[src/rtl/sram_burst_master_pkg.sv]
// sram_burst_master_pkg: command op encodings and FSM state type shared by the burst master
package sram_burst_master_pkg;
   localparam logic [1:0] OP_READ  = 2'b00;
   localparam logic [1:0] OP_WRITE = 2'b01;
   localparam logic [1:0] OP_CLEAR = 2'b10;
   localparam logic [1:0] OP_RSVD  = 2'b11;
   typedef enum logic [2:0] {IDLE, WRITE, READ, CLEAR, DONE} state_t;
endpackage

[src/rtl/sram_rd_fifo.sv]
// sram_rd_fifo: 2-entry read-data FIFO, head reads as zero when empty
module sram_rd_fifo #(
   parameter int DATA_WIDTH = 32
) (
   input  logic                  ck,
   input  logic                  rst_n,
   input  logic                  push,
   input  logic                  pop,
   input  logic [DATA_WIDTH-1:0] din,
   output logic [DATA_WIDTH-1:0] dout,
   output logic                  valid,
   output logic [1:0]            count
);
   logic [DATA_WIDTH-1:0] mem [2];
   logic                  wp, rp;
   // storage, pointers and occupancy; pop is only asserted when non-empty
   always_ff @(posedge ck)
      if (!rst_n) begin
         mem[0] <= '0;
         mem[1] <= '0;
         wp <= 1'b0;
         rp <= 1'b0;
         count <= 2'd0;
      end else begin
         if (push) begin
            mem[wp] <= din;
            wp <= ~wp;
         end
         if (pop) rp <= ~rp;
         count <= count + 2'(push) - 2'(pop);
      end
   assign valid = count != 2'd0;
   assign dout = valid ? mem[rp] : '0;
endmodule

[src/rtl/sram_burst_master.sv]
// sram_burst_master: burst read/write/clear engine for an external SRAM; clear built only with SRAM_BURST_CLEAR_EN
module sram_burst_master
   import sram_burst_master_pkg::*;
#(
   parameter int ADDR_WIDTH = 8,
   parameter int DATA_WIDTH = 32,
   parameter int SRAM_DEPTH = 256
) (
   input  logic                  CK,
   input  logic                  RST_N,
   input  logic                  cmd_valid,
   output logic                  cmd_ready,
   input  logic [1:0]            cmd_op,
   input  logic [ADDR_WIDTH-1:0] cmd_addr,
   input  logic [ADDR_WIDTH-1:0] cmd_len,
   input  logic                  wr_valid,
   output logic                  wr_ready,
   input  logic [DATA_WIDTH-1:0] wr_data,
   output logic                  rd_valid,
   input  logic                  rd_ready,
   output logic [DATA_WIDTH-1:0] rd_data,
   output logic                  busy,
   output logic                  done,
   output logic                  sram_cs,
   output logic                  sram_we,
   output logic [ADDR_WIDTH-1:0] sram_a,
   output logic [DATA_WIDTH-1:0] sram_d,
   input  logic [DATA_WIDTH-1:0] sram_q
);
   localparam logic [ADDR_WIDTH-1:0] LAST_A = ADDR_WIDTH'(SRAM_DEPTH - 1);
`ifdef SRAM_BURST_CLEAR_EN
   localparam state_t CLR_NX = CLEAR;
`else
   localparam state_t CLR_NX = DONE;
`endif
   state_t                state, state_nx;
   logic [ADDR_WIDTH-1:0] addr, len, addr_inc;
   logic [ADDR_WIDTH:0]   cnt, pcnt;
   logic                  inflight, acc, issue, pop;
   logic [1:0]            fcnt;
   logic [2:0]            occ;
   assign addr_inc = (addr == LAST_A) ? '0 : addr + ADDR_WIDTH'(1);
   assign pop = rd_valid && rd_ready;
   assign occ = {1'b0, fcnt} + {2'b0, inflight} - {2'b0, pop};
   assign busy = state != IDLE;
   assign sram_cs = acc;
   assign sram_a = addr;
   sram_rd_fifo #(.DATA_WIDTH(DATA_WIDTH)) u_fifo (
      .ck(CK), .rst_n(RST_N), .push(inflight), .pop(pop), .din(sram_q),
      .dout(rd_data), .valid(rd_valid), .count(fcnt)
   );
   // next state and per-state handshake/SRAM strobes
   always_comb begin
      state_nx = state;
      cmd_ready = 1'b0;
      wr_ready = 1'b0;
      acc = 1'b0;
      issue = 1'b0;
      sram_we = 1'b0;
      sram_d = '0;
      done = 1'b0;
      case (state)
         IDLE: begin
            cmd_ready = 1'b1;
            if (cmd_valid)
               state_nx = (cmd_op == OP_WRITE) ? WRITE : (cmd_op == OP_READ) ? READ : (cmd_op == OP_CLEAR) ? CLR_NX : DONE;
         end
         WRITE: begin
            wr_ready = 1'b1;
            acc = wr_valid;
            sram_we = wr_valid;
            sram_d = wr_valid ? wr_data : '0;
            if (wr_valid && cnt == {1'b0, len}) state_nx = DONE;
         end
         READ: begin
            issue = (cnt <= {1'b0, len}) && (occ < 3'd2);
            acc = issue;
            if (pop && pcnt == {1'b0, len}) state_nx = DONE;
         end
`ifdef SRAM_BURST_CLEAR_EN
         CLEAR: begin
            acc = 1'b1;
            sram_we = 1'b1;
            if (cnt == {1'b0, len}) state_nx = DONE;
         end
`endif
         DONE: begin
            done = 1'b1;
            state_nx = IDLE;
         end
         default: state_nx = IDLE;
      endcase
   end
   // state, burst address/counters and the one-cycle read-in-flight flag
   always_ff @(posedge CK)
      if (!RST_N) begin
         state <= IDLE;
         addr <= '0;
         len <= '0;
         cnt <= '0;
         pcnt <= '0;
         inflight <= 1'b0;
      end else begin
         state <= state_nx;
         inflight <= issue;
         if (state == IDLE && cmd_valid) begin
            addr <= cmd_addr;
            len <= cmd_len;
            cnt <= '0;
            pcnt <= '0;
         end else begin
            if (acc) begin
               addr <= addr_inc;
               cnt <= cnt + (ADDR_WIDTH+1)'(1);
            end
            if (pop) pcnt <= pcnt + (ADDR_WIDTH+1)'(1);
         end
      end
endmodule

[config.mk]
export PLATFORM = sky130hd
export DESIGN_NAME = sram_burst_master
export DESIGN_NICKNAME = d
export VERILOG_FILES = /design/src/rtl/sram_burst_master_pkg.sv /design/src/rtl/sram_rd_fifo.sv /design/src/rtl/sram_burst_master.sv
export SDC_FILE = /design/constraint.sdc
export NUM_CORES = 1
export LEC_CHECK = 0
export ABC_AREA = 1
export CAP_MARGIN = 30
export CORE_AREA = 3 3 122 124
export CTS_BUF_LIST = sky130_fd_sc_hd__clkbuf_16
export CTS_CLUSTER_SIZE = 16
export DETAILED_ROUTE_END_ITERATION = 10
export DIE_AREA = 0 0 125 127
export GPL_ROUTABILITY_DRIVEN = 0
export GPL_TIMING_DRIVEN = 0
export PLACE_DENSITY = 0.69
export SLEW_MARGIN = 15
export SYNTH_ARGS = -nofsm -noshare
export SYNTH_HDL_FRONTEND = slang
export SYNTH_SLANG_ARGS = --single-unit
[constraint.sdc]
create_clock -name CK -period 4.4 [get_ports CK]
set_input_delay 0.88 -clock CK [delete_from_list [all_inputs] [get_ports CK]]
set_output_delay 0.88 -clock CK [all_outputs]
set_load 0.1 [all_outputs]
==> qor.json, run 1 <==
{
  "critical_path": {
    "worstPathCellList": "nor2_1 > inv_2 > nand2_4 > inv_4 > ha_1 > inv_1 > ha_1 > fa_1 > a21oi_1 > o2111a_1 > nand2_1 > buf_4 > nand2_8 > buf_12",
    "r2r_slack_ns": 1.33,
    "critical_path.startpoint_type": "flip-flop",
    "worst_ep_required_time_ns": 3.52,
    "endpoint": "sram_cs",
    "ws_path_type": "reg -> out",
    "slowest_delay_ns": 0.47,
    "critPathMostFrequentCell": "ha_1",
    "cp-end-kind": "output port",
    "cp_max_fo": 10,
    "path_depth": 14,
    "worstPathArrival_ns": 3.27,
    "cell_count_of_the_worst_reg_to_reg_path": 15,
    "crit_path_start": "u_fifo.count[1]$_SDFF_PN0_",
    "ff_to_ff_end": "cnt[8]$_SDFFE_PP0P_",
    "cell_with_the_biggest_individual_delay_on_the_critical_path": "fa_1",
    "crit_family": "adder cells",
    "worstReg2RegStart": "u_fifo.count[1]$_SDFF_PN0_",
    "timing.critical_path.buf_inv": 5
  },
  "power_and_ir_drop": {
    "leakage_nw": 3.18,
    "power.internal_mw": 2.27,
    "power_per_cell_area_nw_per_um2": 612,
    "sequentialPowerShare_pct": 27.5,
    "power.switching_fraction_pct": 51.9,
    "net_sw_power_mw": 2.45,
    "clock_share_of_power_pct": 15.9,
    "comb_power_share_pct": 56.6,
    "vdd_ir_drop_max_mv": 0.500
  },
  "logic_synthesis": {
    "ffs_w_async_s_r_synth_pct": 0,
    "synthesis.area_per_instance_sq_um": 7.85,
    "postSynthRegisterBits": 107,
    "synth_area_leader_cell": "edfxtp_1",
    "register_area_share_after_synthesis_pct": 50.4,
    "synth_area_sq_um": 5520,
    "synth_unique_cells": 33,
    "edff_count_synth": 64,
    "syn_inst": 704,
    "number_of_warnings_reported_in_the_yosys_synthesis_log": 0,
    "synthDominantCellAreaShare_pct": 34.8,
    "synth.area.top_cells": "edfxtp_1 35%, dfxtp_1 16%, nand2_1 11%",
    "ys.flop_type": "edfxtp_1",
    "mappedNetlistNets": 805
  },
  "sta": {
    "number_of_failing_hold_endpoints_at_the_final_stage": 0,
    "clock.fmax_mhz": 241,
    "final.hold.worst_slack_ns": 0.451,
    "worst_slew_pin_slew_ns": 1.02,
    "final.min_clock_period_ns": 4.15,
    "timing.final.setup_violations": 0,
    "worst_clock_skew_ns": 0.00522,
    "rsz0062_at_grt": "no",
    "slew_headroom_pct": 31.5,
    "finalCritPeriodShare_pct": 94.4,
    "number_of_max_slew_violations_in_the_final_report": 0
  },
  "final_layout": {
    "final_cell_count_no_fill": 1065,
    "layout-drive-gt1-share_pct": 4.52,
    "area_growth_synth_to_finish_pct": 39.5,
    "nets": 981,
    "fin_area_sq_um": 7700,
    "num-fill-cells": 1309,
    "n_antenna_cell": 0
  },
  "global_routing": {
    "vias_in_the_first_global_route": 5009,
    "grt_usage_pct": 17.5,
    "antenna_violations_before_repair": 0,
    "grt_pass1_wl_microns": 23100,
    "grt_overflow_total": 0,
    "grt_start_max_net_pins": 33
  },
  "route": {
    "iteration_0_drc_count_of_the_detailed_router": 299,
    "routed-via-count": 5033,
    "dr.pass1.iters": 4,
    "detail_route.drc_violations": 0,
    "routed_via_density": 4.73,
    "drt.antenna.violating_nets": 0,
    "wl_per_cell_microns": 13.1,
    "finalWirelength_microns": 13900
  },
  "floorplanning": {
    "chipWidth_microns": 125,
    "die_area_sq_um": 15900,
    "fp.dieH_microns": 127,
    "rows": 43,
    "ioPinCount": 166,
    "start_util_pct": 39.8,
    "core_region_area_sq_um": 13900
  },
  "run_status": {
    "status": "finished, final reports clean"
  },
  "clock_network": {
    "clock_path_buffers": 2,
    "cts.root.buffer_cell": "clkbuf_16",
    "post_cts_hold_buffer_count": 0,
    "clk_transition_reported_paths_ns": 0.07,
    "tritoncts": "yes",
    "cts_sinks": 107,
    "cts_made_buffers": 9,
    "h_tree_depth": 3,
    "worst_skew_pair.late_latency_ns": 0.34
  },
  "min_path": {
    "worst_hold_path_type": "reg -> reg"
  },
  "placement": {
    "hpwlAfterDp_microns": 10300,
    "place.detailed.instances": 1047,
    "placed_cell_area_sq_um": 7390,
    "port-buffer-count": 163
  },
  "run": {
    "maxCapViolCount": 0
  }
}
[stage by stage]
step           setup slack [ns]  total power [mW]  utilization, %  setup TNS (ns)
3_5_place_dp             -0.964              3.95            53.2          -0.964
5_1_grt                  0.0107              4.99            55.5               0
2_1_floorplan             0.697              3.30               -               0
4_1_cts                 0.00113              4.73            55.3               0
6_report                  0.247              4.71            55.5               0
3_3_place_gp             -0.974              3.94            53.2          -0.974
[cell usage after synthesis, types with 3 or more instances]
cell,number
buf_4,3
o21ai_1,4
inv_1,85
nor3_1,6
o21ai_0,15
buf_1,3
nand2_1,167
ha_1,13
nand3_1,25
a21oi_1,67
xnor2_1,6
dfxtp_1,43
edfxtp_1,64
xor2_1,12
nand4_1,10
clkbuf_1,25
nor2_1,130
inv_2,6
[kinds of logic after synthesis]
kind of cell | count (synthesis) | share of synthesized area [%]
xor gates and xnor gates | 18 | 2.85
DFF | 107 | 50.4
AOI/OAI and AO/OA | 90 | 8.40
and+or+nand+nor | 349 | 26.0
adders and majority gates | 14 | 3.31
muxes | 1 | 0.181
buffers and inverters | 125 | 8.88
[cell type report]
cell class / instances / area (sq um) / share of cell area (%)
Tap cell: 180 / 225 / 2.92
Timing Repair Buffer: 165 / 1660 / 21.5
Buffer: 34 / 149 / 1.93
Sequential cell: 107 / 2780 / 36.1
Clock buffer: 9 / 225 / 2.92
Inverter: 91 / 344 / 4.47
Multi-Input combinational cell: 472 / 2270 / 29.5
Clock inverter: 7 / 50.0 / 0.650
[layer usage]
metal,track usage [%],vias up,wire (microns)
met5,0,-,0
met1,21.6,2291,6310
met2,30.4,144,6590
li1,-,2587,-
met4,5.99,0,153
met3,3.97,11,872
[power by group through the flow]
stage               Clock [mW]  Sequential, mW  Combinational (mW)
finish                   0.750            1.29                2.67
global placement             0            1.31                2.63
CTS                      0.769            1.29                2.66
detailed placement           0            1.32                2.64
global route             0.806            1.31                2.87
floorplan                    0            1.47                1.83
[what timing repair did]
| action | 4_1_cts | 5_1_grt |
|---|---|---|
| pin swaps | 1 | 1 |
| setup endpoints to repair | 1 | 1 |
| gates resized for setup | 9 | 4 |
| setup buffers | 0 | 2 |
[layout by cell type, fill, tap and decap left out, drive strengths merged]
cell type,instances
a21oi,67
buf,12
clkbuf,34
clkdlybuf4s50,161
clkinv,3
clkinvlp,2
dfxtp,43
dlymetal6s2s,1
edfxtp,64
fa,1
ha,13
inv,93
mux2i,1
nand2,170
nand3,26
nand3b,1
nand4,10
nor2,130
nor3,9
nor3b,2
o2111a,1
o21a,2
o21ai,19
o31ai,1
or2,1
xnor2,6
xor2,12
[sequential cells by signal, indices dropped and copies added (netlist names), named ones only]
| signal | cells |
|---|---|
| u_fifo.mem | 64 |
| cnt | 9 |
| pcnt | 9 |
| len | 8 |
| sram_a | 8 |
| state | 3 |
| u_fifo.count | 2 |
| inflight | 1 |
| u_fifo.rp | 1 |
| u_fifo.wp | 1 |
[worst min path at each step]
stage                           startpoint         to  cells past startpoint
floorplan           u_fifo.rp$_SDFFE_PN0P_  flip-flop                      1
global placement    u_fifo.rp$_SDFFE_PN0P_  flip-flop                      1
detailed placement  u_fifo.rp$_SDFFE_PN0P_  flip-flop                      1
CTS                 u_fifo.rp$_SDFFE_PN0P_  flip-flop                      1
global route        u_fifo.rp$_SDFFE_PN0P_  flip-flop                      1
finish              u_fifo.rp$_SDFFE_PN0P_  flip-flop                      1
Power figures use the tool's default switching activity.
==> run 2, diff against run 1 <==
--- a/config.mk
+++ b/config.mk
@@ -9,12 +9,13 @@
 export CAP_MARGIN = 30
 export CORE_AREA = 3 3 122 124
 export CTS_BUF_LIST = sky130_fd_sc_hd__clkbuf_16
-export CTS_CLUSTER_SIZE = 16
+export CTS_CLUSTER_SIZE = 28
 export DETAILED_ROUTE_END_ITERATION = 10
 export DIE_AREA = 0 0 125 127
 export GPL_ROUTABILITY_DRIVEN = 0
 export GPL_TIMING_DRIVEN = 0
 export PLACE_DENSITY = 0.69
+export SKIP_LAST_GASP = 1
 export SLEW_MARGIN = 15
 export SYNTH_ARGS = -nofsm -noshare
 export SYNTH_HDL_FRONTEND = slang
==> results of run 2 <==
Same layout as run 1: the final DEF is identical, and so are final timing and power.
